## src/rtl/tt_settle_timer.sv

```systemverilog
// Settle-interval down-counter: loads SETTLE-1, counts down while enabled,
// and flags expiry when it reaches zero.
module tt_settle_timer #(
    parameter int SETTLE = 2
) (
    input  logic i_clk,
    input  logic i_reset,
    input  logic i_load,
    input  logic i_dec,
    output logic o_expired
);

    localparam logic [3:0] LOAD_VAL = 4'(SETTLE - 1);

    logic [3:0] r_cnt;

    always_ff @(posedge i_clk) begin
        if (i_reset) begin
            r_cnt <= 4'd0;
        end else if (i_load) begin
            r_cnt <= LOAD_VAL;
        end else if (i_dec && (r_cnt != 4'd0)) begin
            r_cnt <= r_cnt - 4'd1;
        end
    end

    assign o_expired = (r_cnt == 4'd0);

endmodule

```

## config.mk

```make
export PLATFORM = sky130hd
export DESIGN_NAME = tt_settle_timer
export DESIGN_NICKNAME = d
export VERILOG_FILES = /design/src/rtl/tt_settle_timer.sv
export SDC_FILE = /design/constraint.sdc
export NUM_CORES = 1
export LEC_CHECK = 0
export BUFFER_PORTS_ARGS = -buffer_cell sky130_fd_sc_hd__buf_4
export CAP_MARGIN = 20
export CORE_AREA = 2 2 39 41
export CTS_BUF_LIST = sky130_fd_sc_hd__clkbuf_8
export CTS_CLUSTER_DIAMETER = 40
export CTS_CLUSTER_SIZE = 30
export DETAILED_ROUTE_END_ITERATION = 7
export DIE_AREA = 0 0 41 43
export GPL_TIMING_DRIVEN = 1
export PLACE_DENSITY = 0.33
export SLEW_MARGIN = 25
export SYNTH_ARGS = -nofsm -noshare
export SYNTH_HDL_FRONTEND = slang
export SYNTH_SLANG_ARGS = --single-unit
```

## constraint.sdc

```tcl
create_clock -name i_clk -period 1.8 [get_ports i_clk]
set_input_delay 0.09 -clock i_clk [delete_from_list [all_inputs] [get_ports i_clk]]
set_output_delay 0.09 -clock i_clk [all_outputs]
set_load 0.01 [all_outputs]
```

==> reports/summary.txt, run 1 <==
Setup-failing EPs final -> 0
# clock sinks -> 4
RSZ-0062 raised after global routing -> false
CP max-delay cell -> or3b_2
PnR worst setup slack -> 0.114 ns
Final Cycle Share -> 0.937
TritonCTS clock tree -> done
largest reg by FF count -> r_cnt
switching share of power -> 0.226
most frequent cells in the layout -> inv_1 (4), buf_4 (4), dfxtp_1 (4)
worst ir drop on vdd -> 0.000356 V
actual slew at the worst max-slew pin -> 0.202 ns
average size of a mapped cell -> 8.86 sq um
Critical Path Start Type -> flip-flop
outcome -> completed
antenna fix cells -> 0
DRC Markers -> 0
P per Cell Area -> 1090 nW/um^2
Die Span Y -> 43 um
Synth Warn # -> 0
number of global-route vias before repair -> 206
Psw -> 0.0750 mW
worst r2r path cells -> 5
max incr delay on CP -> 0.50 ns
Worst R2R Setup Slack -> 0.11 ns
antenna violations before repair -> 0
Worst Path Required -> 1.90 ns
Highest Clock Rate -> 593 MHz
dpl hpwl -> 364 um
setup TNS -> 0 ns
# IOs -> 5
post-synthesis cell type count -> 14
Tmin final -> 1.69 ns
Area growth syn-to-layout -> 42.9%
Layout Cells excl Fill -> 47
Seq pwr share -> 0.287
clk buf depth -> 2
CORE AREA -> 1380 sq um
clk_lat worst skew -> 0.22 ns
clock power share -> 0.588
Clk Tree Root Cell -> clkbuf_8
Clock Pin Slew Worst Setup and Hold Paths -> 0.03 ns
Num CTS Buffers -> 3
global-route wire length before repair -> 883 um
worst-path fanout max -> 5
worst setup path startpoint -> r_cnt[0]
Routed WL per cell -> 10.2 um
layout cell share with drive strength beyond 1 -> 0.355
final WL -> 481 um
critical path class -> reg -> reg
First-pass DRT Iterations -> 4
Mapped Area -> 213 sq um
post-route ant nets -> 0
Maximum Capacitance Violations -> 0
CP Capture Type -> flip-flop
Slew headroom -> 0.864
total internal power -> 0.257 mW
Seq/Total Area, Yosys -> 0.376
r2r startpoint -> r_cnt[0]
number of flip-flops under the largest register name -> 4
combinational share of power -> 0.124
final total power -> 0.332 mW
CP arrival -> 1.79 ns
hold path startpoint -> i_reset
Die Footprint -> 1760 sq um
Initial Utilization -> 0.154
Post-Place Cells -> 44
vias per cell -> 4.45
Port Buffer Count -> 4
reg-to-reg endpoint -> r_cnt[0]
Final Skew -> 0.00544 ns
CTS hold repair buffers -> 0
Hold Fails Final Rpt -> 0
GRT Total Usage -> 0.0853
Post-CTS Setup Repair Bufs -> 0
Nets -> 38
Mapped Nets -> 29
Die W -> 41 um
GP Congestion -> 0.709
Hold WC Path Type -> in -> reg
post-placement setup slack -> 0.120 ns
leakage -> 0.132 nW
cells along the critical path -> inv_1, ha_1, or3b_2, and3_2, o31a_1
register bit total from synthesis -> 4
Overflow after GRT -> 0
Regs by FF count -> r_cnt: 4 flops
DR vias -> 209
CTS resizes -> 0
largest net degree at the start of global routing -> 8
critical path endpoint -> r_cnt[0]
Mapped Cells -> 24
H-tree depth -> 1
row count -> 14
Initial DRC Count -> 3
Pins Over Slew Limit -> 0
WHS -> 0.0511 ns
layout make-up:
| type | count | area, sq um |
|---|---|---|
| multi-input combinational | 16 | 118 |
| inverter | 4 | 15.0 |
| tap | 16 | 20.0 |
| fill | 160 | 1080 |
| timing repair buffer | 4 | 30.0 |
| sequential | 4 | 80.1 |
| clock buffer | 3 | 41.3 |
power by group through the flow:
stage               clock network [mW]  registers, mW  logic (mW)
finish                           0.195         0.0954      0.0412
global route                     0.203         0.0956      0.0477
CTS                              0.199         0.0955      0.0419
detailed placement                   0         0.0967      0.0417
global placement                     0         0.0966      0.0414
floorplan                            0         0.0958      0.0245
cells by family (layout without fill, tap and decap cells):
kind of cell,Yosys count,in the layout,synth area share
compound gates,5,5,0.171
fa+ha+maj,1,1,0.0588
buf+inv,4,11,0.0706
flops,4,4,0.376
simple gates,10,10,0.324
synth_stat cells:
| cell | instances | share of area |
|---|---|---|
| or3b_2 | 1 | 0.041 |
| a21oi_1 | 3 | 0.071 |
| a211oi_2 | 1 | 0.059 |
| o31a_1 | 1 | 0.041 |
| and4b_1 | 1 | 0.047 |
| nand2_1 | 2 | 0.035 |
| and3_2 | 2 | 0.071 |
| nor3_1 | 1 | 0.024 |
| nor4_1 | 1 | 0.029 |
| ha_1 | 1 | 0.059 |
| or3_1 | 1 | 0.029 |
| inv_1 | 4 | 0.071 |
| or4b_1 | 1 | 0.047 |
| dfxtp_1 | 4 | 0.38 |
per-stage QoR:
step,cell area (sq um),utilization
after global routing,304,0.220
final,304,0.220
after CTS,304,0.220
after global placement,263,0.190
after floorplan,213,-
after detailed placement,263,0.190
worst max-delay path, delay by kind of cell (launching register included):
| family | cells | cell delay (ns) |
|---|---|---|
| flip-flops | 1 | 0.30 |
| AO/OA/AOI/OAI | 1 | 0.27 |
| adder cells (fa/ha/maj) | 1 | 0.18 |
| AND/OR/NAND/NOR | 2 | 0.74 |
| buffers and inverters | 1 | 0.08 |
worst min path at each step:
| stage | to | slack [ns] | cells past startpoint |
|---|---|---|---|
| 2_1_floorplan | r_cnt[3] | 0.15 | 1 |
| 3_3_place_gp | r_cnt[3] | 0.28 | 2 |
| 3_5_place_dp | r_cnt[3] | 0.28 | 2 |
| 4_1_cts | r_cnt[3] | 0.05 | 2 |
| 5_1_grt | r_cnt[3] | 0.05 | 2 |
| 6_report | r_cnt[3] | 0.05 | 2 |
metal layers:
layer / track usage / routed length [um] / up-vias
li1: - / - / 102
met2: 0.0844 / 202 / 6
met1: 0.0965 / 199 / 97
met4: 0.100 / 28 / 0
met3: 0.0681 / 51 / 4
met5: 0 / 0 / -
Power figures use the tool's default switching activity.
==> inputs of run 2 (changes only) <==
--- a/config.mk
+++ b/config.mk
@@ -5,6 +5,7 @@
 export SDC_FILE = /design/constraint.sdc
 export NUM_CORES = 1
 export LEC_CHECK = 0
+export ABC_AREA = 1
 export BUFFER_PORTS_ARGS = -buffer_cell sky130_fd_sc_hd__buf_4
 export CAP_MARGIN = 20
 export CORE_AREA = 2 2 39 41
@@ -14,7 +15,7 @@
 export DETAILED_ROUTE_END_ITERATION = 7
 export DIE_AREA = 0 0 41 43
 export GPL_TIMING_DRIVEN = 1
-export PLACE_DENSITY = 0.33
+export PLACE_DENSITY = 0.35
 export SLEW_MARGIN = 25
 export SYNTH_ARGS = -nofsm -noshare
 export SYNTH_HDL_FRONTEND = slang
==> reports/summary.txt, run 2 <==
outcome -> completed
# IOs -> 5
CP arrival -> 1.22 ns
largest net degree at the start of global routing -> 7
DRC Markers -> 0
max incr delay on CP -> 0.35 ns
Pins Over Slew Limit -> 0
Slew headroom -> 0.864
vias per cell -> 4.14
most frequent cells in the layout -> inv_1 (6), nor2_1 (5), nand2_1 (5)
Post-CTS Setup Repair Bufs -> 0
Worst Path Required -> 1.71 ns
worst-path fanout max -> 6
Layout Cells excl Fill -> 58
First-pass DRT Iterations -> 3
CTS resizes -> 0
EDFF count, synth -> 0
Synth top cells by count -> inv_1 (6), nand2_1 (5), nor2_1 (5), dfxtp_1 (4), nand3_1 (4)
Clock Pin Slew Worst Setup and Hold Paths -> 0.03 ns
Mapped Nets -> 40
r2r startpoint -> r_cnt[0]
DR vias -> 240
Setup-failing EPs final -> 0
Die Span Y -> 43 um
cells along the critical path -> inv_1, ha_1, nand2_4, inv_1, buf_4
commonest non-fill, non-tap cell in the layout -> inv_1
Routed WL per cell -> 8.16 um
GRT Total Usage -> 0.0822
top_reg_cell synth -> dfxtp_1
row count -> 14
RSZ-0062 raised after global routing -> false
Num CTS Buffers -> 3
TritonCTS clock tree -> done
critical path class -> reg -> out
Die W -> 41 um
Initial Utilization -> 0.175
register bit total from synthesis -> 4
Mapped Cells -> 35
top cell type by total area after synthesis -> dfxtp_1
Hold Crit Endpoint -> r_cnt[0]
Largest delay share family, worst path -> flip-flops
H-tree depth -> 1
number of flip-flops under the largest register name -> 4
Mapped Area -> 241 sq um
CP max-delay cell -> dfxtp_1
number of global-route vias before repair -> 251
buffers and inverters on the worst path -> 3
CTS hold repair buffers -> 0
P per Cell Area -> 1020 nW/um^2
Finished Cell Area -> 333 sq um
post-synthesis cell type count -> 13
hold path startpoint -> i_reset
antenna fix cells -> 0
Regs by FF count -> r_cnt: 4 flops
Synth Warn # -> 0
Final Skew -> 0.00164 ns
actual slew at the worst max-slew pin -> 0.203 ns
Final Cycle Share -> 0.727
CORE AREA -> 1380 sq um
async set-or-reset flop fraction in the synthesized netlist -> 0
worst hold path cell count -> 4
clk buf depth -> 2
setup TNS -> 0 ns
largest reg by FF count -> r_cnt
clk_lat worst skew -> 0.22 ns
# clock sinks -> 4
DP Area -> 292 sq um
Worst R2R Setup Slack -> 0.62 ns
Port Buffer Count -> 4
average size of a mapped cell -> 6.90 sq um
Clk Tree Root Cell -> clkbuf_8
global-route wire length before repair -> 897 um
worst r2r path cells -> 8
Area growth syn-to-layout -> 37.8%
Tmin final -> 1.31 ns
Initial DRC Count -> 4
Highest Clock Rate -> 764 MHz
CP Capture Type -> primary output
reg-to-reg endpoint -> r_cnt[0]
Critical Path Start Type -> flip-flop
antenna violations before repair -> 0
post-route ant nets -> 0
crit-path most repeated cell -> inv_1
Nets -> 49
Die Footprint -> 1760 sq um
worst ir drop on vdd -> 0.000546 V
layout cell share with drive strength beyond 1 -> 0.310
Post-Place Cells -> 55
top-count cell post-synth -> inv_1
WHS -> 0.106 ns
Synth area leaders -> dfxtp_1 (33%), inv_1 (9.3%), nand2_4 (9.3%), nand3_1 (8.3%), nand2_1 (7.8%)
GP Congestion -> 0.723
leakage -> 0.161 nW
fill count -> 152
final WL -> 473 um
Hold Fails Final Rpt -> 0
Overflow after GRT -> 0
Seq/Total Area, Yosys -> 0.332
Maximum Capacitance Violations -> 0
Hold WC Path Type -> in -> reg
Yosys top cell area share -> 0.332
-- run 2: changes by cell type in the layout (fill, tap and decap cells not counted), moves of 2 or more --
| cell | previous run | this run |
|---|---|---|
| nor2_2 | 0 | 2 |
| nor2_1 | 0 | 5 |
| nand4_1 | 0 | 2 |
| nand2_4 | 0 | 2 |
| nand3_1 | 0 | 4 |
| and3_2 | 2 | 0 |
| inv_1 | 4 | 6 |
| nand2_1 | 2 | 5 |
| a21oi_1 | 3 | 1 |
-- run 2: how the worst max path moves through the flow --
stage	from	to	depth (start not counted)
after floorplan	r_cnt[0]	r_cnt[0]	8
after global placement	r_cnt[0]	r_cnt[0]	8
after detailed placement	r_cnt[0]	r_cnt[0]	8
after CTS	r_cnt[0]	o_expired	5
after global routing	r_cnt[0]	o_expired	5
final	r_cnt[0]	o_expired	5
-- run 2: cell type report --
type                       count  area [sq um]  share of cell area
timing repair buffer           4          30.0              0.0902
inverter                       7          26.3              0.0789
sequential                     4          80.1               0.241
multi-input combinational     24           135               0.406
tap                           16          20.0              0.0602
clock buffer                   3          41.3               0.124
-- run 2: per-layer routing --
layer  track usage  vias to the layer above  routed length, um
met5             0                        -                  0
met4        0.0800                        0                 19
met3        0.0471                        4                 30
met2         0.122                        6                251
met1        0.0705                      105                171
li1              -                      125                  -
-- run 2: where the power goes --
part           internal, mW  total (mW)  switching (mW)
Combinational        0.0225      0.0520          0.0295
Clock                 0.143       0.189          0.0469
Sequential           0.0932      0.0964         0.00319
Total                 0.258       0.338          0.0796
-- run 2: stage by stage --
stage | power [mW] | utilization | setup WS (ns)
after detailed placement | 0.150 | 0.211 | 0.618
after CTS | 0.347 | 0.241 | 0.470
final | 0.338 | 0.241 | 0.492
after floorplan | 0.132 | - | 0.710
after global routing | 0.361 | 0.241 | 0.398
after global placement | 0.150 | 0.211 | 0.635
-- run 2: worst reg2reg max path: stages (launching register included) --
cell and delay [ns]:
dfxtp_1 0.35, inv_1 0.09, ha_1 0.25, nand2_4 0.12, nand2_4 0.07, nand2_2 0.05
nand3_1 0.06, nand2_1 0.06, inv_1 0.03
-- run 2: cell families after synthesis --
group | count (synthesis) | synth area share
AOI/OAI and AO/OA | 2 | 0.0466
and+or+nand+nor | 21 | 0.461
adders and majority gates | 1 | 0.0518
buffers and inverters | 7 | 0.109
DFF | 4 | 0.332
==> inputs of run 3 (changes only) <==
--- a/config.mk
+++ b/config.mk
@@ -5,7 +5,7 @@
 export SDC_FILE = /design/constraint.sdc
 export NUM_CORES = 1
 export LEC_CHECK = 0
-export ABC_AREA = 1
+export ABC_AREA = 0
 export BUFFER_PORTS_ARGS = -buffer_cell sky130_fd_sc_hd__buf_4
 export CAP_MARGIN = 20
 export CORE_AREA = 2 2 39 41
@@ -15,7 +15,7 @@
 export DETAILED_ROUTE_END_ITERATION = 7
 export DIE_AREA = 0 0 41 43
 export GPL_TIMING_DRIVEN = 1
-export PLACE_DENSITY = 0.35
+export PLACE_DENSITY = 0.34
 export SLEW_MARGIN = 25
 export SYNTH_ARGS = -nofsm -noshare
 export SYNTH_HDL_FRONTEND = slang
==> constraint.sdc (replaced) <==
create_clock -name i_clk -period 1.2 [get_ports i_clk]
set_input_delay 0.06 -clock i_clk [delete_from_list [all_inputs] [get_ports i_clk]]
set_output_delay 0.06 -clock i_clk [all_outputs]
set_load 0.01 [all_outputs]
==> reports/summary.txt, run 3 (synthesized netlist as in run 1, its figures left out) <==
outcome -> complete, but fails checks
failing checks -> setup timing
GP Congestion -> 0.706
Num CTS Buffers -> 3
clock power share -> 0.492
CTS hold repair buffers -> 0
number of flip-flops under the largest register name -> 4
Setup-failing EPs final -> 5
First-pass DRT Iterations -> 2
Highest Clock Rate -> 680 MHz
Psw -> 0.131 mW
CP arrival -> 1.60 ns
critical path class -> reg -> reg
combinational share of power -> 0.253
switching share of power -> 0.229
vias per cell -> 4.45
post-placement setup slack -> -0.279 ns
Die Footprint -> 1760 sq um
Finished Cell Area -> 458 sq um
DRC Markers -> 0
layout cell share with drive strength beyond 1 -> 0.786
clk buf depth -> 2
Die W -> 41 um
most frequent cells in the layout -> buf_4 (13), inv_2 (3), clkbuf_8 (3)
PnR worst setup slack -> -0.270 ns
global-route wire length before repair -> 1020 um
Initial DRC Count -> 4
max incr delay on CP -> 0.36 ns
Clock Pin Slew Worst Setup and Hold Paths -> 0.03 ns
CORE AREA -> 1380 sq um
H-tree depth -> 1
CP Capture Type -> flip-flop
leakage -> 0.195 nW
crit-path most repeated cell -> inv_2
setup TNS -> -0.977 ns
commonest non-fill, non-tap cell in the layout -> buf_4
Worst Path Required -> 1.33 ns
Hold Fails Final Rpt -> 0
largest reg by FF count -> r_cnt
Overflow after GRT -> 0
row count -> 14
dpl hpwl -> 448 um
Port Buffer Count -> 4
actual slew at the worst max-slew pin -> 0.185 ns
final WL -> 710 um
Final Cycle Share -> 1.22
largest net degree at the start of global routing -> 7
Routed WL per cell -> 12.2 um
Pins Over Slew Limit -> 0
antenna fix cells -> 0
Die Span Y -> 43 um
CP max-delay cell -> or3_4
worst ir drop on vdd -> 0.000689 V
Slew headroom -> 0.875
metal2 WL -> 388 um
DR vias -> 258
TritonCTS clock tree -> done
# IOs -> 5
DP Area -> 320 sq um
Clk Tree Root Cell -> clkbuf_8
post-route ant nets -> 0
total internal power -> 0.442 mW
cells along the critical path -> inv_2, ha_4, or3b_4, inv_2, or3_4, a211oi_2
Tmin final -> 1.47 ns
wire length on met1 -> 263 um
fill count -> 144
met3 WL -> 48 um
P per Cell Area -> 1250 nW/um^2
GRT Total Usage -> 0.0983
Final Skew -> 0.00173 ns
# clock sinks -> 4
Maximum Capacitance Violations -> 0
clk_lat worst skew -> 0.22 ns
antenna violations before repair -> 0
Area growth syn-to-layout -> 115%
Seq pwr share -> 0.255
Initial Utilization -> 0.154
Nets -> 49
Regs by FF count -> r_cnt: 4 flops
Critical Path Start Type -> flip-flop
DR top layer -> met4
Hold WC Path Type -> in -> reg
RSZ-0062 raised after global routing -> true
number of global-route vias before repair -> 251
worst-path fanout max -> 5
-- run 3: cell count changes in the layout (fill, tap and decap cells not counted), moves of 2 or more --
cell     change
and3_4       +2
buf_4        +9
buf_6        +2
dfxtp_1      -2
dfxtp_2      +2
inv_1        -5
inv_2        +2
nand2_1      -3
nand2_4      -2
nand3_1      -4
nand4_1      -2
nor2_1       -5
nor2_2       -2
-- run 3: power by group through the flow --
stage / sequential [mW] / clock (mW) / combinational [mW]
after global placement: 0.145 / 0 / 0.0885
final: 0.146 / 0.282 / 0.145
after floorplan: 0.145 / 0 / 0.0469
after CTS: 0.145 / 0.295 / 0.110
after detailed placement: 0.146 / 0 / 0.0894
after global routing: 0.146 / 0.304 / 0.158
-- run 3: layout make-up --
class	count	area, sq um	area share
multi-input combinational	16	179	0.391
timing repair buffer	15	120	0.262
sequential	4	82.6	0.180
clock buffer	3	41.3	0.0902
tap	16	20.0	0.0437
inverter	4	15.0	0.0328
-- run 3: per-stage QoR --
stage                     power, mW   util  hold WS, ns  std cells
after global placement        0.234  0.231        0.260         49
final                         0.573  0.331       0.0529         58
after detailed placement      0.235  0.231        0.261         49
after floorplan               0.192      -        0.125         24
after global routing          0.608  0.331       0.0499         58
after CTS                     0.550  0.284       0.0341         54
-- run 3: path summary, 6_finish.rpt --
path             from       end  slack, ns  cells past startpoint
max          r_cnt[0]  r_cnt[3]      -0.27                      6
min            i_load  r_cnt[1]       0.05                      2
max reg2reg  r_cnt[0]  r_cnt[3]      -0.27                      6
min reg2reg  r_cnt[3]  r_cnt[3]       0.62                      3
-- run 3: per-layer routing --
layer  up-vias  GRT usage
met4         0     0.0800
met5         -          0
li1        128          -
met2         8      0.138
met3         2     0.0785
met1       120     0.0865
-- run 3: worst max-delay path: cells and delay by family, from the launching register on --
family | cells | cell delay, ns
buffers and inverters | 2 | 0.11
AO/OA/AOI/OAI | 1 | 0.18
flip-flops | 1 | 0.34
AND/OR/NAND/NOR | 2 | 0.62
adder cells (fa/ha/maj) | 1 | 0.15
-- run 3: timing repair --
item                                    4_1_cts  5_1_grt
endpoints found under the setup margin        4        4
hold endpoints to repair                      0        0
resized for setup                             5        6
pin swaps                                     3        3
buffers inserted                              2        4
